<file path="src/rtl/p2s_arbiter_pkg.sv">
// p2s_arbiter_pkg: shared FSM states, default word width and timing minimums for p2s_arbiter
package p2s_arbiter_pkg;
  typedef enum logic [2:0] {IDLE, START, WAIT_BUSY, WAIT_DONE, ACK, GAP} state_t;
  localparam int DEF_DATA_BITS = 64;
  localparam int MIN_START_HOLD = 2;
  localparam int MIN_GAP_CYCLES = 2;
endpackage

</file>
<file path="src/rtl/p2s_arbiter_rr_pick.sv">
// p2s_arbiter_rr_pick: first set request at or after the pointer, wrapping
module p2s_arbiter_rr_pick #(
  parameter int NUM_REQ = 2
) (
  input  logic [NUM_REQ-1:0] req,
  input  logic [1:0]         ptr,
  output logic [1:0]         idx,
  output logic               valid
);
  always_comb begin
    idx = '0;
    valid = |req;
    for (int k = NUM_REQ - 1; k >= 0; k--)
      if (req[(int'(ptr) + k) % NUM_REQ]) idx = 2'((int'(ptr) + k) % NUM_REQ);
  end
endmodule

</file>
<file path="src/rtl/p2s_arbiter.sv">
// p2s_arbiter: round-robin sharing of one p2s shifter; P2S_TIMEOUT_EN adds a WAIT_BUSY watchdog with err
module p2s_arbiter
  import p2s_arbiter_pkg::*;
#(
  parameter int NUM_REQ = 2,
  parameter int DATA_BITS = DEF_DATA_BITS,
  parameter int START_HOLD = 3,
  parameter int GAP_CYCLES = 2
`ifdef P2S_TIMEOUT_EN
  , parameter int TIMEOUT = 255
`endif
) (
  input  logic                         clk,
  input  logic                         rst,
  input  logic [NUM_REQ-1:0]           req,
  input  logic [NUM_REQ*DATA_BITS-1:0] req_data,
  output logic [NUM_REQ-1:0]           ack,
  output logic                         busy,
  output logic [1:0]                   grant_id,
  output logic                         p2s_start,
  output logic [DATA_BITS-1:0]         p2s_data,
  input  logic                         p2s_en
`ifdef P2S_TIMEOUT_EN
  , output logic                       err
`endif
);
  localparam logic [7:0] HOLD_LAST = 8'((START_HOLD < MIN_START_HOLD ? MIN_START_HOLD : START_HOLD) - 1);
  localparam logic [7:0] GAP_LAST = 8'((GAP_CYCLES < MIN_GAP_CYCLES ? MIN_GAP_CYCLES : GAP_CYCLES) - 1);
`ifdef P2S_TIMEOUT_EN
  localparam logic [7:0] TO_LAST = 8'(TIMEOUT - 1);
`endif
  state_t state, state_nx;
  logic [7:0] cnt, cnt_nx;
  logic [1:0] ptr, ptr_nx, pick_idx, next_id;
  logic pick_valid;
  p2s_arbiter_rr_pick #(.NUM_REQ(NUM_REQ)) u_rr_pick (
    .req(req),
    .ptr(ptr),
    .idx(pick_idx),
    .valid(pick_valid)
  );
  assign next_id = (grant_id == 2'(NUM_REQ - 1)) ? 2'd0 : grant_id + 2'd1;
  assign busy = state != IDLE;
  assign p2s_start = state == START;
  assign ack = (state == ACK) ? NUM_REQ'(1) << grant_id : '0;
`ifdef P2S_TIMEOUT_EN
  assign err = state == WAIT_BUSY && p2s_en && cnt == TO_LAST;
`endif
  always_ff @(posedge clk) begin
    if (!rst) begin
      state <= IDLE;
      cnt <= '0;
      ptr <= '0;
      grant_id <= '0;
      p2s_data <= '0;
    end else begin
      state <= state_nx;
      cnt <= cnt_nx;
      ptr <= ptr_nx;
      if (state == IDLE && pick_valid) begin
        grant_id <= pick_idx;
        p2s_data <= req_data[int'(pick_idx)*DATA_BITS +: DATA_BITS];
      end
    end
  end
  always_comb begin
    state_nx = state;
    cnt_nx = cnt + 8'd1;
    ptr_nx = ptr;
    case (state)
      IDLE: begin
        cnt_nx = '0;
        state_nx = pick_valid ? START : IDLE;
      end
      START: if (cnt == HOLD_LAST) begin
        state_nx = WAIT_BUSY;
        cnt_nx = '0;
      end
`ifdef P2S_TIMEOUT_EN
      WAIT_BUSY: if (!p2s_en) begin
        state_nx = WAIT_DONE;
        cnt_nx = '0;
      end else if (cnt == TO_LAST) begin
        state_nx = GAP;
        cnt_nx = '0;
        ptr_nx = next_id;
      end
`else
      WAIT_BUSY: begin
        cnt_nx = '0;
        state_nx = p2s_en ? WAIT_BUSY : WAIT_DONE;
      end
`endif
      WAIT_DONE: begin
        cnt_nx = '0;
        state_nx = p2s_en ? ACK : WAIT_DONE;
      end
      ACK: begin
        cnt_nx = '0;
        ptr_nx = next_id;
        state_nx = GAP;
      end
      GAP: state_nx = (cnt == GAP_LAST) ? IDLE : GAP;
      default: state_nx = IDLE;
    endcase
  end
endmodule

</file>
<file path="config.mk">
export PLATFORM = sky130hd
export DESIGN_NAME = p2s_arbiter
export DESIGN_NICKNAME = d
export VERILOG_FILES = /design/src/rtl/p2s_arbiter_pkg.sv /design/src/rtl/p2s_arbiter_rr_pick.sv /design/src/rtl/p2s_arbiter.sv
export SDC_FILE = /design/constraint.sdc
export NUM_CORES = 1
export LEC_CHECK = 0
export ABC_CLOCK_PERIOD_IN_PS = 1800
export BUFFER_PORTS_ARGS = -buffer_cell sky130_fd_sc_hd__buf_2
export CAP_MARGIN = 10
export CELL_PAD_IN_SITES_DETAIL_PLACEMENT = 1
export CELL_PAD_IN_SITES_GLOBAL_PLACEMENT = 2
export CORE_MARGIN = 3
export CORE_UTILIZATION = 25
export DETAILED_ROUTE_END_ITERATION = 12
export PLACE_DENSITY_LB_ADDON = 0.1
export RECOVER_POWER = 25
export SLEW_MARGIN = 0
export SYNTH_ARGS = -nofsm -noshare
export SYNTH_HDL_FRONTEND = slang
export SYNTH_SLANG_ARGS = --single-unit
</file>
<file path="constraint.sdc">
create_clock -name clk -period 1.8 [get_ports clk]
set_clock_uncertainty 0.05 [all_clocks]
set_input_delay 0.36 -clock clk [delete_from_list [all_inputs] [get_ports clk]]
set_output_delay 0.36 -clock clk [all_outputs]
set_load 0.05 [all_outputs]
</file>
==> flow_metrics.tcl, run 1 <==
set metrics [dict create \
    run_status "complete, no violations" \
    synth-async-reset-ratio_pct 0 \
    fin_crit_ns 1.77 \
    initial_utilization_pct 25.6 \
    grt_start_max_net_pins 84 \
    seq_area_frac_synth_pct 37.9 \
    netlist_instances 456 \
    ioPinCount 203 \
    clkSlewWorstSetupHoldPaths_ns 0.06 \
    vias 4436 \
    die_area_sq_um 17800 \
    ys_ff_latch 77 \
    power_frac_comb_pct 44.5 \
    gp_congestion 0.767 \
    worst_ep_arrival_time_ns 1.36 \
    finalInstanceArea_sq_um 5580 \
    synth_edf_count 0 \
    grt.overflow.total 0 \
    p_sw_share_pct 44.6 \
    cts_root_buf "clkbuf_16" \
    yosys.area.top_type "dfxtp_1" \
    clock_latency_ns 0.34 \
    required_ns 1.39 \
    yosys_warnings 0 \
    intPower_mw 3.94 \
    place_area_sq_um 5260 \
    tritoncts "built" \
    ir_worst_vdd_mv 0.468 \
    synth_top_area_share_pct 37.9 \
    netlist_area_sq_um 4070 \
    rows 46 \
    path_class "reg -> out" \
    grt_setup_unrepaired "true" \
    drt-initial-drc-count 166 \
    track_usage_pct 17.8 \
    end_kind "output pin" \
    layout-drive-gt1-share_pct 41.6 \
    yosysUniqueCellTypes 42 \
    setup_viol 0 \
    yosys_most_used_dff "dfxtp_1" \
    drtAntennaViolNets 0 \
    final.period_utilization_pct 98.4 \
    numCtsBuffers 9 \
    clock_sinks 77 \
    via_per_inst 5.22 \
    wirelength_mm 16.2 \
    wl_met2_mm 7.86 \
    final_common_cell "buf_2" \
    wl_met3_mm 1.02 \
    synthToLayoutAreaGrowth_pct 37.1 \
    wl_per_cell_um 19.1 \
    fillerInstances 1915 \
    numPortBuffers 201 \
    topRoutingLayerUsed "met4" \
    htree_levels 3 \
    p_leak_nw 2.24 \
    antenna_found_initial 0 \
    yosys-top-cells-area "dfxtp_1 (38%), a311oi_1 (14%), nand3b_1 (12%), o21ai_0 (8.4%), a21oi_1 (6.8%)" \
    drv_cap 0 \
    syn_area_per_cell_sq_um 8.93 \
    cts_buffer_depth 2 \
    first_pass_iters 4 \
    die_w_um 134 \
    seqPwrFrac_pct 31.6 \
    hp-class "in -> reg" \
    crit_fanout 5 \
    core_area_sq_um 15900 \
    max_freq_mhz 564 \
    start_kind "register" \
    final_cell_mix "buf_2 (198), dfxtp_1 (76), o21ai_0 (68)" \
    grt_pass1_vias 4771 \
    wl_met1_mm 7.01 \
    cts_hold_buf 0 \
    p_clk_share_pct 24.0 \
    dpl.hpwl_mm 10.7 \
    remaining_drc_errors 0 \
    power_density_nw_per_um2 1270 \
    fp.dieH_um 134 \
    final_nets 765 \
    grt_pass1_wl_mm 25.4 \
    p_switching_mw 3.17 \
    slew_viol_final 0 \
    hold_viol_final 0 \
    synth_fp_nets 592 \
    total_power_mw 7.11 \
]
-- sequential cells by signal, summed over array words and instances (netlist names) --
signal    count
ptr           1
state         3
p2s_data     64
grant_id      1
cnt           8
-- synthesized netlist by cell type (all sizes together), types with 4 or more instances --
| master | number |
|---|---|
| dfxtp | 77 |
| nand3b | 64 |
| a21oi | 65 |
| o21ai | 69 |
| nand3 | 4 |
| buf | 30 |
| nor3b | 4 |
| clkbuf | 29 |
| or3 | 4 |
| a211oi | 6 |
| inv | 6 |
| a311oi | 64 |
-- power by group through the flow --
| stage | Combinational [mW] | Clock [mW] | Sequential (mW) |
|---|---|---|---|
| 5_1_grt | 3.37 | 1.84 | 2.29 |
| 2_1_floorplan | 1.24 | 0 | 3.37 |
| 6_report | 3.16 | 1.70 | 2.24 |
| 3_5_place_dp | 3.17 | 0 | 2.28 |
| 4_1_cts | 3.18 | 1.77 | 2.25 |
| 3_3_place_gp | 3.12 | 0 | 2.27 |
-- metal layers --
layer	global-route usage [%]	vias up
met5	0	-
met3	4.65	24
met1	21.4	2173
met2	30.6	131
met4	6.57	0
li1	-	2108
-- cells by family (layout without fill, tap and decap cells) --
family / Yosys count / after routing / synth area share (%)
compound gates: 215 / 215 / 35.0
xor+xnor: 3 / 3 / 0.646
fa+ha+maj: 3 / 3 / 0.922
buf+inv: 66 / 242 / 9.19
flops: 77 / 77 / 37.9
other cells: 1 / 2 / 0.0921
simple gates: 91 / 91 / 16.2
-- final timing paths --
path	cells after the start	slack, ns	startpoint	end
worst max register to register	5	0.19	cnt[0]	state[0]
worst min-delay path	3	0.25	req_data[92]	p2s_data[28]
worst min register to register	2	0.45	p2s_data[24]	p2s_data[24]
worst max-delay path	3	0.03	state[2]	ack[1]
-- cell type report --
| class | instances | area [sq um] | area share, % |
|---|---|---|---|
| Tap cell | 216 | 270 | 4.84 |
| Clock inverter | 2 | 10.0 | 0.179 |
| Antenna cell | 1 | 2.50 | 0.0448 |
| Inverter | 7 | 26.3 | 0.471 |
| Clock buffer | 12 | 256 | 4.60 |
| Multi-Input combinational cell | 313 | 2200 | 39.5 |
| Sequential cell | 77 | 1550 | 27.7 |
| Timing Repair Buffer | 221 | 1270 | 22.7 |
-- critical path, stage by stage, from the launching register on --
cell and delay [ns]:
dfxtp_4 0.36, or2b_4 0.30, nor3b_2 0.18, buf_6 0.18
-- metrics by stage --
stage | setup WS, ns | std cells | setup TNS [ns] | utilization, % | hold WS [ns]
floorplan | -0.0191 | 456 | -0.0191 | - | 0.427
global placement | 0.176 | 833 | 0 | 33.1 | 0.438
detailed placement | 0.135 | 833 | 0 | 33.1 | 0.451
CTS | 0.00507 | 848 | 0 | 35.0 | 0.239
global route | -0.0418 | 848 | -0.0474 | 35.1 | 0.250
finish | 0.0282 | 849 | 0 | 35.1 | 0.254
-- repair_timing --
action	CTS	global route
setup endpoints to repair	3	3
pin swaps	0	0
buffers inserted	1	0
resized for setup	8	4
Note: power is estimated with default switching activity, not from simulation.
==> inputs of run 2 (changes only) <==
Settings changed: CORE_ASPECT_RATIO from default to 1.4, PLACE_DENSITY from default to 0.78, PLACE_DENSITY_LB_ADDON 0.1 to default.
==> run 2 against run 1 <==
  * Cell count is 2.6% lower
  * Die area is 0.12% higher
  * Clock power is 29% higher
  * Worst hold slack better by 0.0033 ns
  * First-iteration DRC count is 54% higher
  * Critical path depth stayed put
  * Clock-buffer cell count is 1 higher
  * Critical endpoint is now ack[0]
  * Largest power group unchanged
==> flow_metrics.tcl, run 2 (synthesized netlist as in run 1, its figures left out) <==
set metrics [dict create \
    run_status "complete, no violations" \
    first_pass_iters 6 \
    die_w_um 114 \
    cts_buffer_depth 2 \
    numPortBuffers 201 \
    via_per_inst 5.36 \
    antenna_found_initial 0 \
    end_kind "output pin" \
    grt_pass1_wl_mm 24.3 \
    path_cells "or2b_4, nor3_4, buf_6" \
    finalInstanceArea_sq_um 5620 \
    crit_path_top_delay_cell "dfxtp_4" \
    power_density_nw_per_um2 1350 \
    drt-initial-drc-count 256 \
    htree_levels 3 \
    hold_viol_final 0 \
    track_usage_pct 16.8 \
    wl_per_cell_um 18.8 \
    grt_setup_unrepaired "true" \
    drv_cap 0 \
    total_power_mw 7.56 \
    wl_met1_mm 6.40 \
    ioPinCount 203 \
    max_freq_mhz 563 \
    grt_pass1_vias 4693 \
    num_antenna_cells 0 \
    top_regs "p2s_data (64), cnt (8), state (3)" \
    layout-drive-gt1-share_pct 41.7 \
    grt_start_max_net_pins 76 \
    whs_ns 0.257 \
    wirelength_mm 15.5 \
    topRoutingLayerUsed "met4" \
    numCtsBuffers 9 \
    worst_ep_arrival_time_ns 1.37 \
    path_class "reg -> out" \
    ir_worst_vdd_mv 0.839 \
    place_area_sq_um 5200 \
    wl_met3_um 780 \
    largest_reg_flops 64 \
    fin_crit_ns 1.78 \
    slew_viol_final 0 \
    fillerInstances 1912 \
    clock_latency_ns 0.33 \
    wl_met2_mm 8.08 \
    grt.overflow.total 0 \
    required_ns 1.39 \
    hp-class "in -> reg" \
    clkSlewWorstSetupHoldPaths_ns 0.06 \
    initial_utilization_pct 25.9 \
    core_area_sq_um 15700 \
    place_ws_ns 0.119 \
    final.period_utilization_pct 98.6 \
    clock_sinks 77 \
    setup-tns-final_ns 0 \
    vias 4434 \
    remaining_drc_errors 0 \
    synthToLayoutAreaGrowth_pct 38.0 \
    die_area_sq_um 17900 \
    cts_root_buf "clkbuf_16" \
    rows 54 \
    start_kind "register" \
    tritoncts "built" \
    crit_fanout 5 \
    p_leak_nw 2.27 \
    final_cell_mix "buf_2 (197), dfxtp_1 (75), o21ai_0 (68)" \
    dpl.hpwl_mm 10.7 \
    fp.dieH_um 157 \
    drtAntennaViolNets 0 \
    setup_viol 0 \
    largest_register "p2s_data" \
    slowest_delay_ns 0.36 \
    worst_slack_ns 0.0249 \
    final_common_cell "buf_2" \
    final_nets 762 \
    gp_congestion 0.720 \
]
-- run 2: repair_timing --
item                                    4_1_cts  5_1_grt
resized for setup                            10        4
setup buffers                                 3        0
hold buffers                                  0        0
pin swaps                                     1        1
endpoints found under the setup margin        3        4
-- run 2: path summary, 6_finish.rpt --
| kind | startpoint | endpoint | slack (ns) | cells past startpoint |
|---|---|---|---|---|
| hold reg to reg | p2s_data[24] | p2s_data[24] | 0.45 | 2 |
| setup / recovery | state[2] | ack[0] | 0.02 | 3 |
| setup reg to reg | cnt[1] | state[0] | 0.21 | 4 |
| hold / removal | req_data[120] | p2s_data[56] | 0.26 | 3 |
-- run 2: stage by stage --
| step | cells | util, % |
|---|---|---|
| 2_1_floorplan | 456 | - |
| 3_3_place_gp | 808 | 33.0 |
| 3_5_place_dp | 808 | 33.0 |
| 4_1_cts | 827 | 35.7 |
| 5_1_grt | 827 | 35.7 |
| 6_report | 827 | 35.7 |
-- run 2: final cells by class --
type,count,area (sq um),area share (%)
clock inverter,3,90.1,1.60
sequential,77,1550,27.6
clock buffer,13,270,4.81
inverter,7,26.3,0.468
timing repair buffer,218,1240,22.0
tap,196,245,4.37
multi-input combinational,313,2200,39.1
-- run 2: critical path: cells and delay by family, from the launching register on --
family | cells | cell delay, ns
buf+inv | 1 | 0.19
simple gates | 2 | 0.48
flops | 1 | 0.36
-- run 2: layer usage --
layer,vias to the layer above,track usage (%)
li1,2103,-
met1,2176,19.6
met2,135,30.4
met3,20,3.42
met4,0,5.49
met5,-,0
-- run 2: where the power goes --
| part | switching (mW) | internal [mW] |
|---|---|---|
| sequential | 0.206 | 2.05 |
| combinational | 2.22 | 0.893 |
| clock | 0.720 | 1.47 |
| total | 3.15 | 4.41 |
==> inputs of run 3 (changes only) <==
Settings changed: ABC_CLOCK_PERIOD_IN_PS 1800 to 2200, CORE_UTILIZATION 25 to 27, PLACE_DENSITY 0.78 to 0.84.
Clock period 1.8 ns to 2.2 ns, I/O delays scaled along.
==> run 3 against run 2 <==
  * First-iteration DRC count down 22%
  * Sequential power decreased by 17%
  * Setup slack gained 0.12 ns
  * Register-to-register slack improved by 0.22 ns
  * Design area is 4.4% lower
  * Critical path type unchanged
  * Largest cell class unchanged
  * Highest routed layer unchanged
==> flow_metrics.tcl, run 3 (synthesized netlist as in run 1, its figures left out) <==
set metrics [dict create \
    cts_buffer_depth 2 \
    clock_sinks 77 \
    final_common_cell "buf_2" \
    fin_crit_ns 2.06 \
    wl_per_cell_um 19.2 \
    worst_ep_arrival_time_ns 1.57 \
    gp_congestion 0.745 \
    grt_use_met1_pct 21.3 \
    final_cell_mix "buf_2 (166), dfxtp_1 (77), o21ai_0 (68)" \
    path_depth 3 \
    numPortBuffers 201 \
    synthToLayoutAreaGrowth_pct 32.0 \
    worst_pin_slew_ns 0.708 \
    die_w_um 110 \
    start_kind "register" \
    required_ns 1.71 \
    setup-tns-final_ns 0 \
    hold_path.startpoint "req_data[97]" \
    crit_path_top_delay_cell "dfxtp_1" \
    fp.dieH_um 151 \
    htree_levels 3 \
    grt_setup_unrepaired "false" \
    grt_pass1_wl_mm 23.6 \
    top_regs "p2s_data (64), cnt (8), state (3)" \
    layout-drive-gt1-share_pct 35.0 \
    clkSlewWorstSetupHoldPaths_ns 0.06 \
    slew-limit-headroom_pct 52.5 \
    p_leak_nw 2.06 \
    crit_start "state[2]" \
    end_kind "output pin" \
    clock_latency_ns 0.32 \
    cts_root_buf "clkbuf_16" \
    hp-class "in -> reg" \
    post_cts_resized 0 \
    timing.rr.start "state[0]" \
    tritoncts "built" \
    path_buf_inv 1 \
    power_density_nw_per_um2 1070 \
    path_class "reg -> out" \
    antenna_found_initial 2 \
    slowest_delay_ns 0.47 \
    setup_viol 0 \
    core_area_sq_um 14600 \
    largest_register "p2s_data" \
    numCtsBuffers 9 \
    critPathCapture "ack[0]" \
    track_usage_pct 18.1 \
    cts_hold_buf 0 \
    initial_utilization_pct 27.8 \
    cts_setup_buffers 0 \
    grt_pass1_vias 4563 \
    crit_fanout 6 \
    cp_top_family "simple AND/OR/NAND/NOR gates" \
    path_cells "or2b_1, nor3_2, buf_2" \
    whs_ns 0.347 \
    drv_cap 0 \
    grt.overflow.total 0 \
    max_freq_mhz 485 \
    die_area_sq_um 16600 \
    remaining_drc_errors 0 \
    ir_worst_vdd_mv 0.585 \
    r2r_slack_ns 0.43 \
    slew_viol_final 0 \
    drtAntennaViolNets 0 \
    drt-initial-drc-count 199 \
    first_pass_iters 4 \
    reg2reg_depth 5 \
    final_nets 756 \
    ioPinCount 203 \
    met2_usage_pct 32.6 \
    dpl.hpwl_mm 10.6 \
    grt_start_max_net_pins 130 \
    run_status "complete, no violations" \
    grt_util_met3_pct 2.81 \
    top_usage_layer "met2" \
    vias 4414 \
    hold_viol_final 0 \
    rows 52 \
    largest_reg_flops 64 \
    r2r_end "p2s_data[43]" \
    via_per_inst 5.41 \
    wirelength_mm 15.6 \
    final.period_utilization_pct 93.6 \
]
-- run 3: how the worst min path moves through the flow --
stage,to,slack (ns),depth (start not counted)
after detailed placement,p2s_data[25],0.45,2
after global placement,p2s_data[26],0.44,2
after global routing,p2s_data[57],0.35,3
after CTS,p2s_data[33],0.33,3
after floorplan,cnt[7],0.45,2
final,p2s_data[33],0.35,3
-- run 3: worst min-delay path, stage by stage --
cell and delay (ns):
buf_2 0.10, nand3b_1 0.07, a311oi_1 0.08
-- run 3: per-layer routing --
metal / part of all wire [%] / up-vias
met2: 52 / 128
met5: 0 / -
met3: 4.8 / 19
li1: - / 2094
met4: 2.0 / 0
met1: 41 / 2173
-- run 3: final cells by class --
cell class                      instances  area [sq um]
Fill cell                            1780          9270
Sequential cell                        77          1540
Multi-Input combinational cell        313          2190
Clock inverter                          5          50.0
Tap cell                              189           236
Inverter                                7          26.3
Clock buffer                           11           243
Antenna cell                            2          5.00
Timing Repair Buffer                  212          1080
-- run 3: where the power goes --
| part | switching (mW) | total [mW] | internal (mW) |
|---|---|---|---|
| combinational | 1.80 | 2.43 | 0.631 |
| clock | 0.570 | 1.47 | 0.902 |
| sequential | 0.192 | 1.87 | 1.68 |
-- run 3: per-stage QoR --
step | setup WS [ns] | cells | util, % | power (mW) | area (sq um)
floorplan | 0.301 | 456 | - | 3.78 | 4090
global placement | 0.504 | 798 | 35.0 | 4.32 | 5120
detailed placement | 0.445 | 798 | 35.0 | 4.39 | 5120
CTS | 0.114 | 814 | 37.0 | 5.88 | 5410
global route | 0.0455 | 816 | 36.7 | 6.09 | 5370
finish | 0.140 | 816 | 36.7 | 5.77 | 5370
